<file path="config.mk">
export PLATFORM = sky130hd
export DESIGN_NAME = mult_unit_flat
export DESIGN_NICKNAME = d
export VERILOG_FILES = /design/src/rtl/mult_pkg.sv /design/src/rtl/mult_unit_if.sv /design/src/rtl/mult_unit.sv /design/src/flat_wrapper.sv
export SDC_FILE = /design/constraint.sdc
export NUM_CORES = 1
export LEC_CHECK = 0
export BUFFER_PORTS_ARGS = -buffer_cell sky130_fd_sc_hd__buf_2
export CAP_MARGIN = 10
export CORE_ASPECT_RATIO = 2
export CORE_UTILIZATION = 45
export CTS_CLUSTER_SIZE = 24
export DETAILED_ROUTE_END_ITERATION = 8
export PLACE_DENSITY = 0.6
export SLEW_MARGIN = 10
export SYNTH_ARGS = -nofsm -noshare
export SYNTH_HDL_FRONTEND = slang
export SYNTH_SLANG_ARGS = --single-unit
</file>
<file path="constraint.sdc">
create_clock -name clk -period 4.75 [get_ports clk]
set_input_delay 0.475 -clock clk [delete_from_list [all_inputs] [get_ports clk]]
set_output_delay 0.475 -clock clk [all_outputs]
set_load 0.02 [all_outputs]
</file>
<file path="src/rtl/mult_pkg.sv">
// Shared definitions for the iterative multiplier: ALU control codes used by
// both aludec and mult_unit, plus the multiplier FSM state type.
package mult_pkg;

    localparam logic [4:0] ALU_MULT  = 5'b10011;
    localparam logic [4:0] ALU_MULTU = 5'b10101;

    typedef enum logic [1:0] {
        ST_IDLE = 2'd0,
        ST_RUN  = 2'd1,
        ST_DONE = 2'd2
    } mult_state_t;

endpackage

</file>
<file path="src/rtl/mult_unit_if.sv">
// Request/response bundle between the datapath (master) and the multiplier
// (slave): request strobe, operands, status flags and the HI/LO results.
interface mult_unit_if #(parameter int WIDTH = 32);

    logic             start;
    logic [4:0]       alucontrol;
    logic [WIDTH-1:0] srca;
    logic [WIDTH-1:0] srcb;
    logic             busy;
    logic             done;
    logic [WIDTH-1:0] hi;
    logic [WIDTH-1:0] lo;

    modport master (
        output start, alucontrol, srca, srcb,
        input  busy, done, hi, lo
    );

    modport slave (
        input  start, alucontrol, srca, srcb,
        output busy, done, hi, lo
    );

endinterface

</file>
<file path="src/rtl/mult_unit.sv">
// Radix-2 shift-add multiplier for MULT/MULTU: one multiplier bit per cycle,
// signed operands handled as magnitudes with a final sign fix into HI/LO.
module mult_unit
    import mult_pkg::*;
#(
    parameter int WIDTH = 32
) (
    input  logic        clk,
    input  logic        reset,
    mult_unit_if.slave  bus
);

    mult_state_t          state_r;
    logic [2*WIDTH:0]     acc_r;
    logic [WIDTH-1:0]     mcand_r;
    logic                 neg_r;
    logic [5:0]           cnt_r;
    logic [WIDTH-1:0]     hi_r;
    logic [WIDTH-1:0]     lo_r;

    logic                 is_mul_s;
    logic                 is_signed_s;
    logic                 accept_s;
    logic                 last_iter_s;
    logic [WIDTH-1:0]     mag_a_s;
    logic [WIDTH-1:0]     mag_b_s;
    logic [WIDTH:0]       sum_s;
    logic [2*WIDTH:0]     acc_next_s;
    logic [2*WIDTH-1:0]   prod_s;

    function automatic logic [WIDTH-1:0] magnitude(input logic [WIDTH-1:0] v,
                                                   input logic is_signed);
        if (is_signed && v[WIDTH-1]) begin
            magnitude = -v;
        end else begin
            magnitude = v;
        end
    endfunction

    assign is_signed_s = (bus.alucontrol == ALU_MULT);
    assign is_mul_s    = is_signed_s || (bus.alucontrol == ALU_MULTU);
    assign accept_s    = bus.start && is_mul_s && (state_r != ST_RUN);
    assign last_iter_s = (cnt_r == 6'(WIDTH - 1));
    assign mag_a_s     = magnitude(bus.srca, is_signed_s);
    assign mag_b_s     = magnitude(bus.srcb, is_signed_s);

    // Add the multiplicand into the upper half when the current multiplier bit is set, then shift right.
    always_comb begin
        sum_s = acc_r[2*WIDTH:WIDTH];
        if (acc_r[0]) begin
            sum_s = acc_r[2*WIDTH:WIDTH] + {1'b0, mcand_r};
        end else begin
            sum_s = acc_r[2*WIDTH:WIDTH];
        end
        acc_next_s = {1'b0, sum_s, acc_r[WIDTH-1:1]};
    end

    // Sign fix of the final magnitude product for MULT with differing operand signs.
    always_comb begin
        prod_s = acc_next_s[2*WIDTH-1:0];
        if (neg_r) begin
            prod_s = -acc_next_s[2*WIDTH-1:0];
        end else begin
            prod_s = acc_next_s[2*WIDTH-1:0];
        end
    end

    // FSM, datapath and result registers.
    always_ff @(posedge clk) begin
        if (!reset) begin
            state_r <= ST_IDLE;
            acc_r   <= {(2*WIDTH+1){1'b0}};
            mcand_r <= {WIDTH{1'b0}};
            neg_r   <= 1'b0;
            cnt_r   <= 6'd0;
            hi_r    <= {WIDTH{1'b0}};
            lo_r    <= {WIDTH{1'b0}};
        end else begin
            case (state_r)
                ST_IDLE, ST_DONE: begin
                    if (accept_s) begin
                        mcand_r <= mag_a_s;
                        acc_r   <= {{(WIDTH+1){1'b0}}, mag_b_s};
                        neg_r   <= is_signed_s && (bus.srca[WIDTH-1] ^ bus.srcb[WIDTH-1]);
                        cnt_r   <= 6'd0;
                        state_r <= ST_RUN;
                    end else begin
                        state_r <= ST_IDLE;
                    end
                end
                ST_RUN: begin
                    acc_r <= acc_next_s;
                    cnt_r <= cnt_r + 6'd1;
                    if (last_iter_s) begin
                        hi_r    <= prod_s[2*WIDTH-1:WIDTH];
                        lo_r    <= prod_s[WIDTH-1:0];
                        state_r <= ST_DONE;
                    end else begin
                        state_r <= ST_RUN;
                    end
                end
                default: begin
                    state_r <= ST_IDLE;
                end
            endcase
        end
    end

    assign bus.busy = (state_r == ST_RUN);
    assign bus.done = (state_r == ST_DONE);
    assign bus.hi   = hi_r;
    assign bus.lo   = lo_r;

endmodule

</file>
<file path="src/flat_wrapper.sv">
// flat-port wrapper written by rule: the top's interface ports become plain ports
module mult_unit_flat import mult_pkg::*;
#(
    parameter int WIDTH = 32
)
  (clk, reset, bus_start, bus_alucontrol, bus_srca, bus_srcb, bus_busy, bus_done, bus_hi, bus_lo);
  mult_unit_if #(.WIDTH(WIDTH)) bus_i ();
  input  logic clk;
  input  logic reset;
  input wire logic [$bits(bus_i.start)-1:0] bus_start;
  input wire logic [$bits(bus_i.alucontrol)-1:0] bus_alucontrol;
  input wire logic [$bits(bus_i.srca)-1:0] bus_srca;
  input wire logic [$bits(bus_i.srcb)-1:0] bus_srcb;
  output wire logic [$bits(bus_i.busy)-1:0] bus_busy;
  output wire logic [$bits(bus_i.done)-1:0] bus_done;
  output wire logic [$bits(bus_i.hi)-1:0] bus_hi;
  output wire logic [$bits(bus_i.lo)-1:0] bus_lo;
  assign bus_i.start = bus_start;
  assign bus_i.alucontrol = bus_alucontrol;
  assign bus_i.srca = bus_srca;
  assign bus_i.srcb = bus_srcb;
  assign bus_busy = bus_i.busy;
  assign bus_done = bus_i.done;
  assign bus_hi = bus_i.hi;
  assign bus_lo = bus_i.lo;
  mult_unit #(.WIDTH(WIDTH)) u_core (.clk(clk), .reset(reset), .bus(bus_i));
endmodule
</file>
* After elaboration in Yosys (flattened, before gate mapping)
Cells that the tools add are included.
Storage, ports and cells: bits in registers 170, input port bits 72, word-level logic and storage cells 43
Cells by class: add/sub/neg operators 5, equality and inequality tests 7, multiplexer cells 11, bitwise operators 1, reductions and logical operators 12
Operators by type and width (number):
- $pmux W65 S2 | 1
- $mux W65 | 1
- $mux W32 | 2
- $mux W64 | 1
- $neg A32 Y32 | 2
- $neg A64 Y64 | 1
- $add A33 B32 Y33 | 1
- $mux W33 | 1
- $pmux W6 S2 | 1
- $eq A5 B5 Y1 const B | 2
- $add A6 B1 Y6 const B | 1
- $eq A6 B5 Y1 const B | 1
- $mux W6 | 1
- $reduce_and A2 Y1 | 3
- $logic_and A1 B1 Y1 | 5
- $ne A2 B1 Y1 const B | 2
- $pmux W2 S2 | 1
- $eq A2 B1 Y1 const B | 1
- $eq A2 B2 Y1 const B | 1
- $logic_not A2 Y1 | 1
- $mux W2 | 1
- $reduce_bool A2 Y1 | 1
- $reduce_or A2 Y1 | 1
- $logic_or A1 B1 Y1 | 1
- other kinds (2) | 2

* Longest topological paths before layout
Gate-level depths: netlist (run 1).
depth in word-level cells 6, depth in mapped cells 14, depth with buffers taken out 12

* Worst setup path after synthesis (run 1)
Ideal clock, no wire load.
path type register -> register, start point register u_core.acc_r[39], end point register u_core.hi_r[22], in the netlist u_core.bus.hi[22], arrival 3.870 ns, required time 4.628 ns, slack 0.758 ns, stages on the path, launching flop included 14, cells stage by stage dfxtp_1 ha_1 clkbuf_1 nand4_1 a2111oi_0 a2111oi_0 a221oi_1 nand3_1 or4_1 or4_1 buf_2 o31a_1 and3_1 a311o_1
On the way: word-level cells in the longest chain between the ends 4
RTL lines:
- from (decl) | line mult_unit.sv:14 | logic [2*WIDTH:0] acc_r;
- from (signal assigned) | line mult_unit.sv:72 | acc_r <= {(2*WIDTH+1){1'b0}};
- from (signal assigned) | line mult_unit.sv:83 | acc_r <= {{(WIDTH+1){1'b0}}, mag_b_s};
- from (signal assigned) | line mult_unit.sv:92 | acc_r <= acc_next_s;
- $add A33 B32 Y33 | line mult_unit.sv:51 | sum_s = acc_r[2*WIDTH:WIDTH] + {1'b0, mcand_r};
- $mux W33 (*) | line mult_unit.sv:50 | if (acc_r[0]) begin
- $neg A64 Y64 | line mult_unit.sv:62 | prod_s = -acc_next_s[2*WIDTH-1:0];
- $mux W64 (*) | line mult_unit.sv:61 | if (neg_r) begin
- to (signal assigned) | line mult_unit.sv:76 | hi_r <= {WIDTH{1'b0}};
- to (signal assigned) | line mult_unit.sv:95 | hi_r <= prod_s[2*WIDTH-1:WIDTH];
- to (decl) | line mult_unit.sv:18 | logic [WIDTH-1:0] hi_r;
Every way passes the cells marked *; elsewhere a longest branch is shown, timed or not. A chain may end at the register's enable or synchronous reset.

* Worst setup path after layout (run 1)
start point register u_core.acc_r[32], end point register u_core.hi_r[22], in the netlist u_core.bus.hi[22]
Same word-level chain as after synthesis.

==> flow_summary_export.csv, run 1 <==
group,metric,value,unit
run_status,status,"complete, no violations",
worst_setup_path,cp_top_family,"compound AO/OA/AOI/OAI gates",
clock_tree,cts_tree,"done",
clock_tree,post_cts_buffers,0,
timing,hold_viol,0,
detailed_routing,avgViaCountPerCell,6.06,
global_routing,grt_pass1_vias,11500,
synth,yosys_warnings,0,
timing,rsz0062_at_grt,"no",
worst_setup_path,crit_path_top_delay_cell,"a2111oi_1",
detailed_routing,routedWlPerCell,20.1,µm
floorplan,fp.dieW,114,µm
floorplan,num_rows,82,
synth,synth_area,11400,µm²
detailed_routing,drc,0,
floorplan,coreArea,24900,µm²
floorplan,die-area,26000,µm²
worst_setup_path,arrival,4750,ps
clock_tree,clockBufferDepth,2,
pwr,power_density,247,nW/µm²
worst_setup_path,crit_path_end_kind,"register",
floorplan,start_util,0.456,
global_routing,grt_max_degree,94,
synth,ys_types,70,
clock_tree,cts_root_buffer,"clkbuf_16",
timing,finalWorstSetupSlack,342,ps
pwr,peakVddDrop,0.000241,V
layout,final_nets,1693,
worst_setup_path,critical_path.max_stage_delay,730,ps
timing,min_period_over_period,0.928,
placement,pre_cts_slack,213,ps
timing,finalSetupViolCount,0,
run,drv.max_cap_violation_count,0,
layout,diodes,0,
synth,yosysSeqAreaShare,0.297,
placement,dp.cells,1901,
clock_tree,cts_resized,0,
layout,mostFrequentLayoutCells,"167 x dfxtp_1, 165 x nor2_1, 152 x nand2_1",
timing,max-slew-margin-rel,0.314,
layout,seq_area,3390,µm²
detailed_routing,firstDrtPassIters,5,
clock_tree,cts-htree-levels,4,
synth,synthDominantCellAreaShare,0.297,
timing,tns,0,ps
global_routing,grt.total_usage,0.309,
global_routing,gr-total-overflow,0,
detailed_routing,dr_wl_met3,1.23,mm
synth,syn-num-nets,1612,
timing,finalClockSkew,8.83,ps
timing,report.final.slew_viol_count,0,
detailed_routing,vias,11700,
detailed_routing,drt_first_iter_violations,556,
detailed_routing,met2WireLength,21.1,mm
clock_tree,holdBufCountCts,0,
synth,ys_ff_latch,169,
synth,synth_edf_count,0,
pwr,total_power,3.21,mW
worst_setup_path,path_class,"register to register",
placement,post-dp-hpwl,29.6,mm
layout,final_common_cell,"dfxtp_1",
worst_setup_path,path_cells,"ha_1, fa_1, nand3_1, a2111oi_1, a2111oi_0, a221oi_1, nand3_1, or4_1, or4_1, o31a_1, and3_1, a311o_1",
pwr,leakagePower,4.99,nW
worst_setup_path,crit_path_start_kind,"register",
layout,final_area,13000,µm²
floorplan,num_io_pins,138,
synth,syn_avg_cell_area,7.57,µm²
detailed_routing,top_layer,"met4",
worst_setup_path,crit_buf_inv,0,
clock_tree,clk_latency,450,ps
synth,synthTopCellsByArea,"dfxtp_1 30%, xor2_1 5.6%, nor2_1 5.5%",
detailed_routing,drtAntennaViolNets,0,
placement,dpl_cell_area,12400,µm²
synth,async_reset_ff_frac,0,
global_routing,antenna_found_initial,0,
clock_tree,cts_buffers,17,
floorplan,die_y,227,µm
synth,postSynthCellCount,1503,
placement,io_buffers,137,
worst_setup_path,required,5090,ps
clock_tree,numClockSinks,169,
layout,drive_gt1_frac,0.148,
layout,multi_input_area,7530,µm²
clock_tree,cts.clk_slew.worst_paths,70,ps
synth,synth_top_area_cell,"dfxtp_1",
layout,fillers,2588,
worst_setup_path,crit_fanout,6,
hold_path,hp-class,"primary input to register",
placement,gp_congestion,0.930,
global_routing,grt_pass1_wl,60.9,mm
timing,period_minus_slack,4410,ps
detailed_routing,m1WireLength,13.2,mm
detailed_routing,wl,38.8,mm
synth,synthFlopType,"dfxtp_1",
layout,instances_no_fill,1933,
timing,timing.fmax,0.227,GHz
layout,syn_to_final_growth,14.1,%
timing,worst_pin_slew,1000,ps
-- path summary, 6_finish.rpt --
path	start	end	slack, ps	cells after the start
setup / recovery	u_core.acc_r[32]	u_core.bus.hi[22]	340	12
hold / removal	bus_srca[1]	u_core.mcand_r[1]	320	3
setup reg to reg	u_core.acc_r[32]	u_core.bus.hi[22]	340	12
hold reg to reg	u_core.state_r[1]	u_core.state_r[0]	450	1
-- cells in the mapped netlist, types with 9 or more instances --
cell      instances
xor2_1           73
and2_1           13
a21o_1           14
o31ai_1          33
nor2_1          167
nand3_1          56
mux2_2            9
nand2b_1         14
o211ai_1         11
a211oi_1         72
or4_1            16
a21oi_1         120
xnor2_1          36
nor3_1           23
o41ai_1          11
o21a_1           15
clkbuf_1        100
a31oi_1          30
inv_1            18
o21ai_0          73
mux2i_1          11
nand3b_1          9
nand4_1          26
a22oi_1          32
ha_1             36
buf_1             9
nand2_1         152
or3_1            26
nor4_1           11
and3_1           16
dfxtp_1         169
-- power by group --
group / switching (mW) / total (mW) / internal (mW)
sequential: 0.0141 / 1.44 / 1.43
clock: 0.643 / 1.48 / 0.841
combinational: 0.184 / 0.281 / 0.0963
total: 0.841 / 3.21 / 2.36
-- through the flow --
step / hold WS [ps] / utilization
3_3_place_gp: 440 / 0.496
6_report: 315 / 0.521
3_5_place_dp: 449 / 0.496
2_1_floorplan: 419 / -
4_1_cts: 291 / 0.521
5_1_grt: 329 / 0.521
-- cells by family after synthesis --
family,Yosys count,synth area share
AOI/OAI and AO/OA,474,0.277
xor gates and xnor gates,109,0.0839
adders and majority gates,37,0.0413
buffers and inverters,129,0.0427
DFF,169,0.297
muxes,20,0.0186
and+or+nand+nor,565,0.239
-- final cells by class --
| type | count | share of cell area |
|---|---|---|
| clock buffer | 18 | 0.0330 |
| clock inverter | 14 | 0.0145 |
| inverter | 19 | 0.00568 |
| multi-input combinational | 1205 | 0.580 |
| sequential | 169 | 0.261 |
| tap | 336 | 0.0324 |
| timing repair buffer | 172 | 0.0740 |
-- registers in the layout, indices dropped and copies added, names as in the netlist --
register and cells:
u_core.acc_r 64, u_core.bus.hi 32, u_core.bus.lo 32, u_core.mcand_r 32
u_core.cnt_r 6, u_core.state_r 2, u_core.neg_r 1
-- worst register-to-register path, stage by stage, from the launching register on --
cell,delay (ps)
dfxtp_1,350
ha_1,190
fa_1,250
nand3_1,120
a2111oi_1,730
a2111oi_0,220
a221oi_1,400
nand3_1,150
or4_1,540
or4_1,570
o31a_1,350
and3_1,180
a311o_1,260
-- routing by layer --
layer  vias up  track usage
met5         -            0
met4         0        0.257
met3       142       0.0481
met2       292        0.588
met1      5550        0.280
li1       5728            -
No activity file was read; power rests on OpenSTA's default activity.
==> run 2: changes to the inputs <==
--- a/config.mk
+++ b/config.mk
@@ -5,6 +5,7 @@
 export SDC_FILE = /design/constraint.sdc
 export NUM_CORES = 1
 export LEC_CHECK = 0
+export ABC_CLOCK_PERIOD_IN_PS = 4200
 export BUFFER_PORTS_ARGS = -buffer_cell sky130_fd_sc_hd__buf_2
 export CAP_MARGIN = 10
 export CORE_ASPECT_RATIO = 2
==> constraint.sdc (replaced) <==
create_clock -name clk -period 4.2 [get_ports clk]
set_input_delay 0.42 -clock clk [delete_from_list [all_inputs] [get_ports clk]]
set_output_delay 0.42 -clock clk [all_outputs]
set_load 0.02 [all_outputs]
==> run 2 against run 1 <==
  * Combinational power is 20% higher
  * Total power grew 9.0%
  * Fmax is 8.8% higher
  * Core utilization grew 1.0 points
  * Flip-flop and latch count unchanged
  * Largest cell class unchanged
==> flow_summary_export.csv, run 2 (synthesized netlist as in run 1, its figures left out) <==
group,metric,value,unit
layout,syn_to_final_growth,16.4,%
layout,seq_area,3390,µm²
pwr,pwr-share-comb,0.097,
layout,regMostFlops,"u_core.acc_r",
worst_setup_path,arrival,4400,ps
detailed_routing,drt_first_iter_violations,605,
worst_setup_path,crit_fanout,7,
run,drv.max_cap_violation_count,0,
global_routing,grt.total_usage,0.319,
pwr,leakagePower,5.15,nW
floorplan,start_util,0.456,
clock_tree,clockBufferDepth,2,
clock_tree,cts_buffers,17,
detailed_routing,wl,40.2,mm
placement,gp_congestion,0.971,
pwr,p_switching,0.965,mW
worst_setup_path,crit_path_end_kind,"register",
worst_setup_path,rrSetupSlack,150,ps
layout,multi_input_area,7560,µm²
pwr,seqPwrFrac,0.467,
layout,final_common_cell,"dfxtp_1",
placement,dpl_cell_area,12700,µm²
worst_setup_path,reg2reg_from,"u_core.acc_r[15]",
pwr,peakVddDrop,0.000261,V
floorplan,die_y,227,µm
layout,final_area,13300,µm²
layout,final_nets,1732,
hold_path,hp-class,"primary input to register",
global_routing,grt_max_degree,95,
clock_tree,numClockSinks,169,
timing,finalClockSkew,9.08,ps
detailed_routing,vias,12000,
layout,drive_gt1_frac,0.172,
timing,max-slew-margin-rel,0.224,
clock_tree,holdBufCountCts,0,
pwr,power_frac_clock,0.437,
worst_setup_path,path_class,"register to register",
timing,period_minus_slack,4050,ps
global_routing,gr-total-overflow,0,
timing,hold_viol,0,
timing,worst_pin_slew,1160,ps
detailed_routing,firstDrtPassIters,7,
pwr,total_power,3.49,mW
timing,min_period_over_period,0.965,
layout,mostFrequentLayoutCells,"167 x dfxtp_1, 165 x nor2_1, 152 x nand2_1",
layout,final_util,0.532,
timing,finalSetupViolCount,0,
global_routing,grt_pass1_vias,12000,
floorplan,num_rows,82,
clock_tree,cts_root_buffer,"clkbuf_16",
clock_tree,clk_latency,460,ps
clock_tree,cts_tree,"done",
worst_setup_path,crit-reg2reg-capture,"u_core.bus.hi[22]",
timing,timing.fmax,0.247,GHz
detailed_routing,avgViaCountPerCell,6.09,
floorplan,die-area,26000,µm²
worst_setup_path,rr_worst_depth,10,
detailed_routing,routedWlPerCell,20.4,µm
timing,rsz0062_at_grt,"no",
hold_path,whs_path_depth,3,
hold_path,holdPathEnd,"u_core.neg_r",
hold_path,worstHoldStart,"bus_start",
layout,diodes,0,
placement,post-dp-hpwl,30.7,mm
pwr,switching_share,0.276,
global_routing,grt_pass1_wl,62.7,mm
detailed_routing,drtAntennaViolNets,0,
clock_tree,cts-htree-levels,4,
run_status,status,"complete, no violations",
floorplan,fp.dieW,114,µm
placement,io_buffers,137,
global_routing,antenna_found_initial,0,
worst_setup_path,required,4550,ps
layout,fillers,2534,
worst_setup_path,crit_path_start_kind,"register",
worst_setup_path,crit_start,"u_core.acc_r[15]",
detailed_routing,drc,0,
pwr,p_int,2.53,mW
floorplan,num_io_pins,138,
floorplan,coreArea,24900,µm²
clock_tree,cts.clk_slew.worst_paths,70,ps
timing,report.final.slew_viol_count,0,
timing,tns,0,ps
layout,largest_reg_flops,64,
pwr,power_density,264,nW/µm²
[run 2: cell count changes in the layout (fill, tap and decap cells not counted), moves of 2 or more]
cell / change
buf_4: +39
bufinv_16: -3
a2111oi_0: -2
clkinv_4: -2
[run 2: worst max-delay path by stage]
stage                              to  slack [ps]
floorplan           u_core.bus.hi[22]         210
global placement    u_core.bus.hi[22]          70
detailed placement  u_core.bus.hi[22]          30
CTS                 u_core.bus.hi[22]          10
global route        u_core.bus.hi[22]          20
finish              u_core.bus.hi[22]         150
[run 2: what timing repair did]
action / in CTS / in global routing
gates resized for setup: 0 / 8
setup endpoints to repair: 0 / 15
buffers inserted: 0 / 1
endpoints found under the hold margin: 0 / 0
[run 2: metrics by stage]
| stage | instances | setup slack [ps] | hold WS, ps |
|---|---|---|---|
| floorplan | 1503 | 208 | 419 |
| global placement | 1939 | 75.0 | 439 |
| detailed placement | 1939 | 30.5 | 446 |
| CTS | 1971 | 9.83 | 239 |
| global route | 1972 | 18.3 | 257 |
| finish | 1972 | 148 | 257 |
[run 2: cell type report]
| cell class | count | area share |
|---|---|---|
| multi-input cells | 1205 | 0.571 |
| flip-flops and latches | 169 | 0.255 |
| clock buffers | 19 | 0.0334 |
| clock inverters | 13 | 0.00859 |
| well taps | 336 | 0.0317 |
| inverters | 19 | 0.00557 |
| repair buffers | 211 | 0.0946 |
[run 2: per-layer routing]
| metal | global-route usage | part of all wire | wire length, µm | up-vias |
|---|---|---|---|---|
| li1 | - | - | - | 5814 |
| met1 | 0.284 | 0.33 | 13300 | 5690 |
| met2 | 0.614 | 0.54 | 21900 | 354 |
| met3 | 0.0511 | 0.040 | 1610 | 152 |
| met4 | 0.261 | 0.085 | 3410 | 0 |
| met5 | 0 | 0 | 0 | - |
[run 2: power groups by stage]
stage	logic, mW	clock network [mW]	registers, mW
global route	0.368	1.61	1.63
floorplan	0.189	0	1.66
finish	0.338	1.53	1.63
CTS	0.337	1.55	1.63
global placement	0.333	0	1.67
detailed placement	0.335	0	1.67
[run 2: critical path, cell delays in order, from the launching register on]
cell	delay, ps
dfxtp_1	370
or4_4	570
or4_4	430
or3_4	380
or2_4	260
a21o_1	220
or4_1	490
or4_4	460
o31a_1	310
and3_1	190
a311o_1	260
